**src/rtl/irq_count_unit_pkg.sv**
```systemverilog
// Shared definitions for the interrupt front-end: controller command codes
// and the request-tracking state type.
package irq_count_unit_pkg;

  localparam logic [1:0] CC_IDLE  = 2'b00;
  localparam logic [1:0] CC_ENIN  = 2'b01;
  localparam logic [1:0] CC_INTR  = 2'b10;
  localparam logic [1:0] CC_ACKIN = 2'b11;

  typedef enum logic [1:0] {
    ST_IDLE  = 2'b00,
    ST_PEND  = 2'b01,
    ST_ACKED = 2'b10
  } req_state_t;

endpackage

```
**src/rtl/irq_count_unit_sync2.sv**
```systemverilog
// Two-flop synchronizer with synchronous reset for a single asynchronous level.
module irq_count_unit_sync2 (
  input  logic clock,
  input  logic reset,
  input  logic i_d,
  output logic o_q
);

  logic r_s1;
  logic r_s2;

  always_ff @(posedge clock) begin
    if (reset) begin
      r_s1 <= 1'b0;
      r_s2 <= 1'b0;
    end else begin
      r_s1 <= i_d;
      r_s2 <= r_s1;
    end
  end

  assign o_q = r_s2;

endmodule

```
**src/rtl/irq_count_unit.sv**
```systemverilog
// Interrupt front-end: synchronizes the external request, tracks it until the
// controller acknowledges, and runs the controller-enabled event counter.
module irq_count_unit
  import irq_count_unit_pkg::*;
#(
  parameter int CNT_W    = 4,
  parameter int TERMINAL = 9,
  parameter int ACK_W    = 8
) (
  input  logic             clock,
  input  logic             reset,
  input  logic             req_in,
  input  logic [1:0]       cc_mux,
  input  logic             enable_count,
  input  logic             ackout,
  output logic             eql,
  output logic             cont_eql,
  output logic [CNT_W-1:0] count,
  output logic [ACK_W-1:0] ack_tally,
  output logic             busy
);

  localparam logic [CNT_W-1:0] TERM_C = CNT_W'(TERMINAL);

  function automatic logic [ACK_W-1:0] sat_inc(input logic [ACK_W-1:0] v);
    return (&v) ? v : v + 1'b1;
  endfunction

  logic       w_req_sync;
  logic       w_ack;
  req_state_t r_state;
  req_state_t w_state_nxt;
  logic [CNT_W-1:0] r_count;
  logic [ACK_W-1:0] r_ack_tally;

  irq_count_unit_sync2 u_sync2 (
    .clock (clock),
    .reset (reset),
    .i_d   (req_in),
    .o_q   (w_req_sync)
  );

  always_ff @(posedge clock) begin
    if (reset) r_state <= ST_IDLE;
    else       r_state <= w_state_nxt;
  end

  // Re-arming from ACKED needs the synchronized request to drop first,
  // so a request held high is counted only once.
  always_comb begin
    w_state_nxt = r_state;
    w_ack       = 1'b0;
    case (r_state)
      ST_IDLE:  if (w_req_sync) w_state_nxt = ST_PEND;
      ST_PEND: begin
        if (cc_mux == CC_ACKIN && ackout) begin
          w_state_nxt = ST_ACKED;
          w_ack       = 1'b1;
        end
      end
      ST_ACKED: if (!w_req_sync) w_state_nxt = ST_IDLE;
      default:  w_state_nxt = ST_IDLE;
    endcase
  end

  always_ff @(posedge clock) begin
    if (reset)      r_ack_tally <= '0;
    else if (w_ack) r_ack_tally <= sat_inc(r_ack_tally);
  end

  // Clear has priority over increment; the counter parks at TERMINAL.
  always_ff @(posedge clock) begin
    if (reset)                                  r_count <= '0;
    else if (cc_mux == CC_INTR)                 r_count <= '0;
    else if (enable_count && r_count != TERM_C) r_count <= r_count + 1'b1;
  end

  assign eql       = (r_state == ST_PEND);
  assign busy      = (r_state != ST_IDLE);
  assign cont_eql  = (r_count == TERM_C);
  assign count     = r_count;
  assign ack_tally = r_ack_tally;

endmodule

```
**config.mk**
```make
export PLATFORM = sky130hd
export DESIGN_NAME = irq_count_unit
export DESIGN_NICKNAME = d
export VERILOG_FILES = /design/src/rtl/irq_count_unit_pkg.sv /design/src/rtl/irq_count_unit_sync2.sv /design/src/rtl/irq_count_unit.sv
export SDC_FILE = /design/constraint.sdc
export NUM_CORES = 1
export LEC_CHECK = 0
export BUFFER_PORTS_ARGS = -buffer_cell sky130_fd_sc_hd__buf_2
export CAP_MARGIN = 20
export CELL_PAD_IN_SITES_DETAIL_PLACEMENT = 1
export CELL_PAD_IN_SITES_GLOBAL_PLACEMENT = 2
export CORE_UTILIZATION = 29
export DETAILED_ROUTE_END_ITERATION = 6
export PLACE_DENSITY = 0.79
export SYNTH_ARGS = -nofsm -noshare
export SYNTH_HDL_FRONTEND = slang
export SYNTH_SLANG_ARGS = --single-unit
```
**constraint.sdc**
```tcl
create_clock -name clock -period 2 [get_ports clock]
set_input_delay 0.1 -clock clock [delete_from_list [all_inputs] [get_ports clock]]
set_output_delay 0.1 -clock clock [all_outputs]
set_load 0.02 [all_outputs]
```
==> impl_metrics.csv <==
group,metric,value,unit
outcome,outcome,"finished, final reports clean",
critical_path,worst_r2r_path_depth,5,
placement,hpwl,1.237,mm
sta,relSlewSlack,65.06,%
clocking,numCtsBuffers,3,
critical_path,crit_fanout,4,
global_route,grt_max_degree,14,
logic_synthesis,syn_area,788.3,µm²
floorplanning,start_util,31.25,%
critical_path,r2r-start,"ack_tally[0]$_SDFFE_PP0P_",
floorplanning,dieArea,2931,µm²
power_and_ir_drop,p_leak,0.4069,nW
sta,grt_setup_unrepaired,"no",
floorplanning,die_x,54.14,µm
global_route,grt_pass1_vias,573,
global_route,grt.total_usage,12.99,%
clocking,cts.clk_slew.worst_paths,0.10,ns
logic_synthesis,synthFlopType,"dfxtp_1",
cells_and_area,layout.nets,115,
cells_and_area,regArea,320.3,µm²
cells_and_area,fillers,309,
placement,place_ws,0.4580,ns
placement,io_buffers,21,
clocking,cts.repair.resized,0,
critical_path,r2r_slack,0.45,ns
drt,wire_per_inst,11.82,µm
critical_path,cp-start-kind,"flip-flop",
sta,fin_tns_setup,0,ns
drt,routed_wl,1.584,mm
worst_hold_path,hold_depth,2,
power_and_ir_drop,p_seq_share,56.3,%
cells_and_area,multi_input_area,444.2,µm²
sta,fin_ws,0.4507,ns
logic_synthesis,synth.distinct_cells,32,
worst_hold_path,holdPathEnd,"u_sync2.r_s1$_SDFF_PP0_",
placement,gp_congestion,0.6956,
drt,drtIter0Drc,8,
drt,drcViolationCount,0,
critical_path,arrival,1.73,ns
critical_path,timing.rr.end,"ack_tally[1]$_SDFFE_PP0P_",
cells_and_area,diodes,0,
power_and_ir_drop,power_frac_clock,35.9,%
logic_synthesis,synth_nets,91,
logic_synthesis,synth_seq_cells,16,
clocking,insertion_delay,0.28,ns
cells_and_area,fin_area,958.4,µm²
floorplanning,ioPinCount,22,
clocking,ctsHtreeMaxLevel,1,
drt,drtAntennaViolNets,0,
clocking,ctsLongestPathBuffers,2,
sta,worst_pin_slew,0.5234,ns
power_and_ir_drop,combPwrFrac,7.7,%
sta,whs,0.02347,ns
sta,drv_slew,0,
floorplanning,die_h,54.14,µm
floorplanning,fp-row-count,18,
cells_and_area,finalCoreUtilization,38.00,%
sta,finalHoldViolCount,0,
clocking,cts_tree,"built",
sta,clock_skew,0.004725,ns
sta,finalSetupViolations,0,
clocking,cts.root.buffer_cell,"clkbuf_4",
logic_synthesis,yosysWarnings,0,
sta,finalCritPeriodShare,77.47,%
job,drv_cap,0,
logic_synthesis,synth_cells,81,
global_route,antenna_found_initial,0,
placement,dpl_cell_area,922.1,µm²
critical_path,crit_type,"reg2reg",
cells_and_area,area.growth.synth_to_final,21.59,%
global_route,grt_pass1_wl,2.691,mm
logic_synthesis,synth-seq-area-share,40.63,%
power_and_ir_drop,swShare,23.01,%
critical_path,crit_required,2.18,ns
power_and_ir_drop,p_int,0.0004544,W
worst_hold_path,hp-class,"in2reg",
sta,max_freq,645.4,MHz
clocking,cts_sinks,16,
global_route,overflow,0,
drt,dr_total_vias,646,
power_and_ir_drop,switchingPower,0.0001358,W
clocking,postCtsHoldBufs,0,
power_and_ir_drop,pwr_density_cell,615.8,nW/µm²
drt,first_pass_iters,2,
worst_hold_path,hp-start,"req_in",
clocking,cts_setup_buffers,0,
floorplanning,core_area,2522,µm²
cells_and_area,drive_gt1_share,31.73,%
logic_synthesis,synth_edf_count,0,
drt,viasPerCell,4.821,
logic_synthesis,synth_area_per_cell,9.732,µm²
critical_path,end_kind,"flip-flop",
logic_synthesis,synthArstFlopShare,0,%
power_and_ir_drop,max-vdd-ir-drop,356.9,µV
sta,min_period,1.549,ns
[synthesized netlist by cell type, types with 3 or more instances]
| cell | count | area [µm²] |
|---|---|---|
| and3_1 | 3 | 18.77 |
| dfxtp_1 | 16 | 320.3 |
| ha_1 | 3 | 37.54 |
| inv_1 | 4 | 15.01 |
| nand2_1 | 3 | 11.26 |
| nor2_1 | 13 | 48.80 |
| nor2b_1 | 3 | 18.77 |
| xnor2_1 | 5 | 43.79 |
[power groups by stage]
stage	sequential, W	combinational (W)	clock [W]
global placement	0.000340	0.0000454	0
floorplan	0.000343	0.0000238	0
finish	0.000332	0.0000457	0.000212
global route	0.000334	0.0000517	0.000238
detailed placement	0.000340	0.0000467	0
CTS	0.000333	0.0000469	0.000225
[cell usage in the layout (no fill, tap or decap)]
cell type / netlist / layout
dfxtp_1: 16 / 16
nor2_1: 13 / 13
a2111oi_4: 1 / 1
clkbuf_4: 0 / 3
a31oi_1: 2 / 2
and4_4: 1 / 1
nand4_1: 2 / 2
ha_1: 3 / 3
a211oi_4: 1 / 1
nand3b_1: 1 / 1
nor4_2: 2 / 2
nand4_4: 1 / 1
xor2_1: 1 / 1
xnor2_1: 5 / 5
inv_1: 4 / 4
a21oi_1: 1 / 1
a21o_1: 1 / 1
nor3_2: 1 / 1
buf_2: 1 / 21
and3b_1: 2 / 2
a211oi_1: 1 / 1
nand3_1: 2 / 2
o21ai_0: 1 / 1
o21a_1: 1 / 1
nor4_1: 2 / 2
clkbuf_8: 0 / 1
nand2_1: 3 / 3
a21bo_1: 1 / 1
mux2i_1: 1 / 1
nor3_1: 2 / 2
and3_1: 3 / 3
nor2b_1: 3 / 3
or2_2: 1 / 1
[through the flow]
step	instances	total power [W]
after floorplan	81	0.0003664
after global placement	130	0.0003851
after CTS	134	0.0006044
after detailed placement	130	0.0003868
final	134	0.0005902
after global routing	134	0.0006236
[flip-flops by register name (all words and copies together), names as in the netlist]
signal        cells
u_sync2.o_q       1
u_sync2.r_s1      1
count             4
ack_tally         8
r_state           2
[area by class of cell]
type / count / area share [%]
flip-flops and latches: 16 / 33.42
well taps: 30 / 3.916
repair buffers: 21 / 10.97
inverters: 4 / 1.567
multi-input cells: 59 / 46.34
clock buffers: 4 / 3.786
[critical path, cell delays in order (launching register included)]
cell,delay (ns)
dfxtp_1,0.36
ha_1,0.25
and3_1,0.27
a211oi_4,0.29
mux2i_1,0.22
nor2_1,0.06
[kinds of logic (layout without fill, tap and decap cells)]
kind of cell,count (synthesis),after routing,synth area share [%]
AO/OA/AOI/OAI,10,10,13.02
XOR/XNOR,6,6,6.667
AND/OR/NAND/NOR,39,39,30.64
flip-flops,16,16,40.64
buffers and inverters,6,29,3.014
adder cells (fa/ha/maj),3,3,4.762
multiplexers,1,1,1.270
[metal layers]
layer / vias to the layer above / share of wire, % / track usage, %
li1: 333 / - / -
met1: 297 / 51 / 18.79
met2: 14 / 43 / 17.28
met3: 2 / 4.5 / 5.932
met4: 0 / 0.82 / 2.564
met5: - / 0 / 0
[worst max-delay path by stage]
stage | from | end | depth (start not counted)
after global placement | ack_tally[0]$_SDFFE_PP0P_ | ack_tally[1]$_SDFFE_PP0P_ | 5
after detailed placement | ack_tally[0]$_SDFFE_PP0P_ | ack_tally[1]$_SDFFE_PP0P_ | 5
final | ack_tally[0]$_SDFFE_PP0P_ | ack_tally[1]$_SDFFE_PP0P_ | 5
after CTS | ack_tally[0]$_SDFFE_PP0P_ | ack_tally[1]$_SDFFE_PP0P_ | 5
after global routing | ack_tally[0]$_SDFFE_PP0P_ | ack_tally[1]$_SDFFE_PP0P_ | 5
after floorplan | ack_tally[0]$_SDFFE_PP0P_ | ack_tally[1]$_SDFFE_PP0P_ | 5
(Power assumes the default switching activity.)
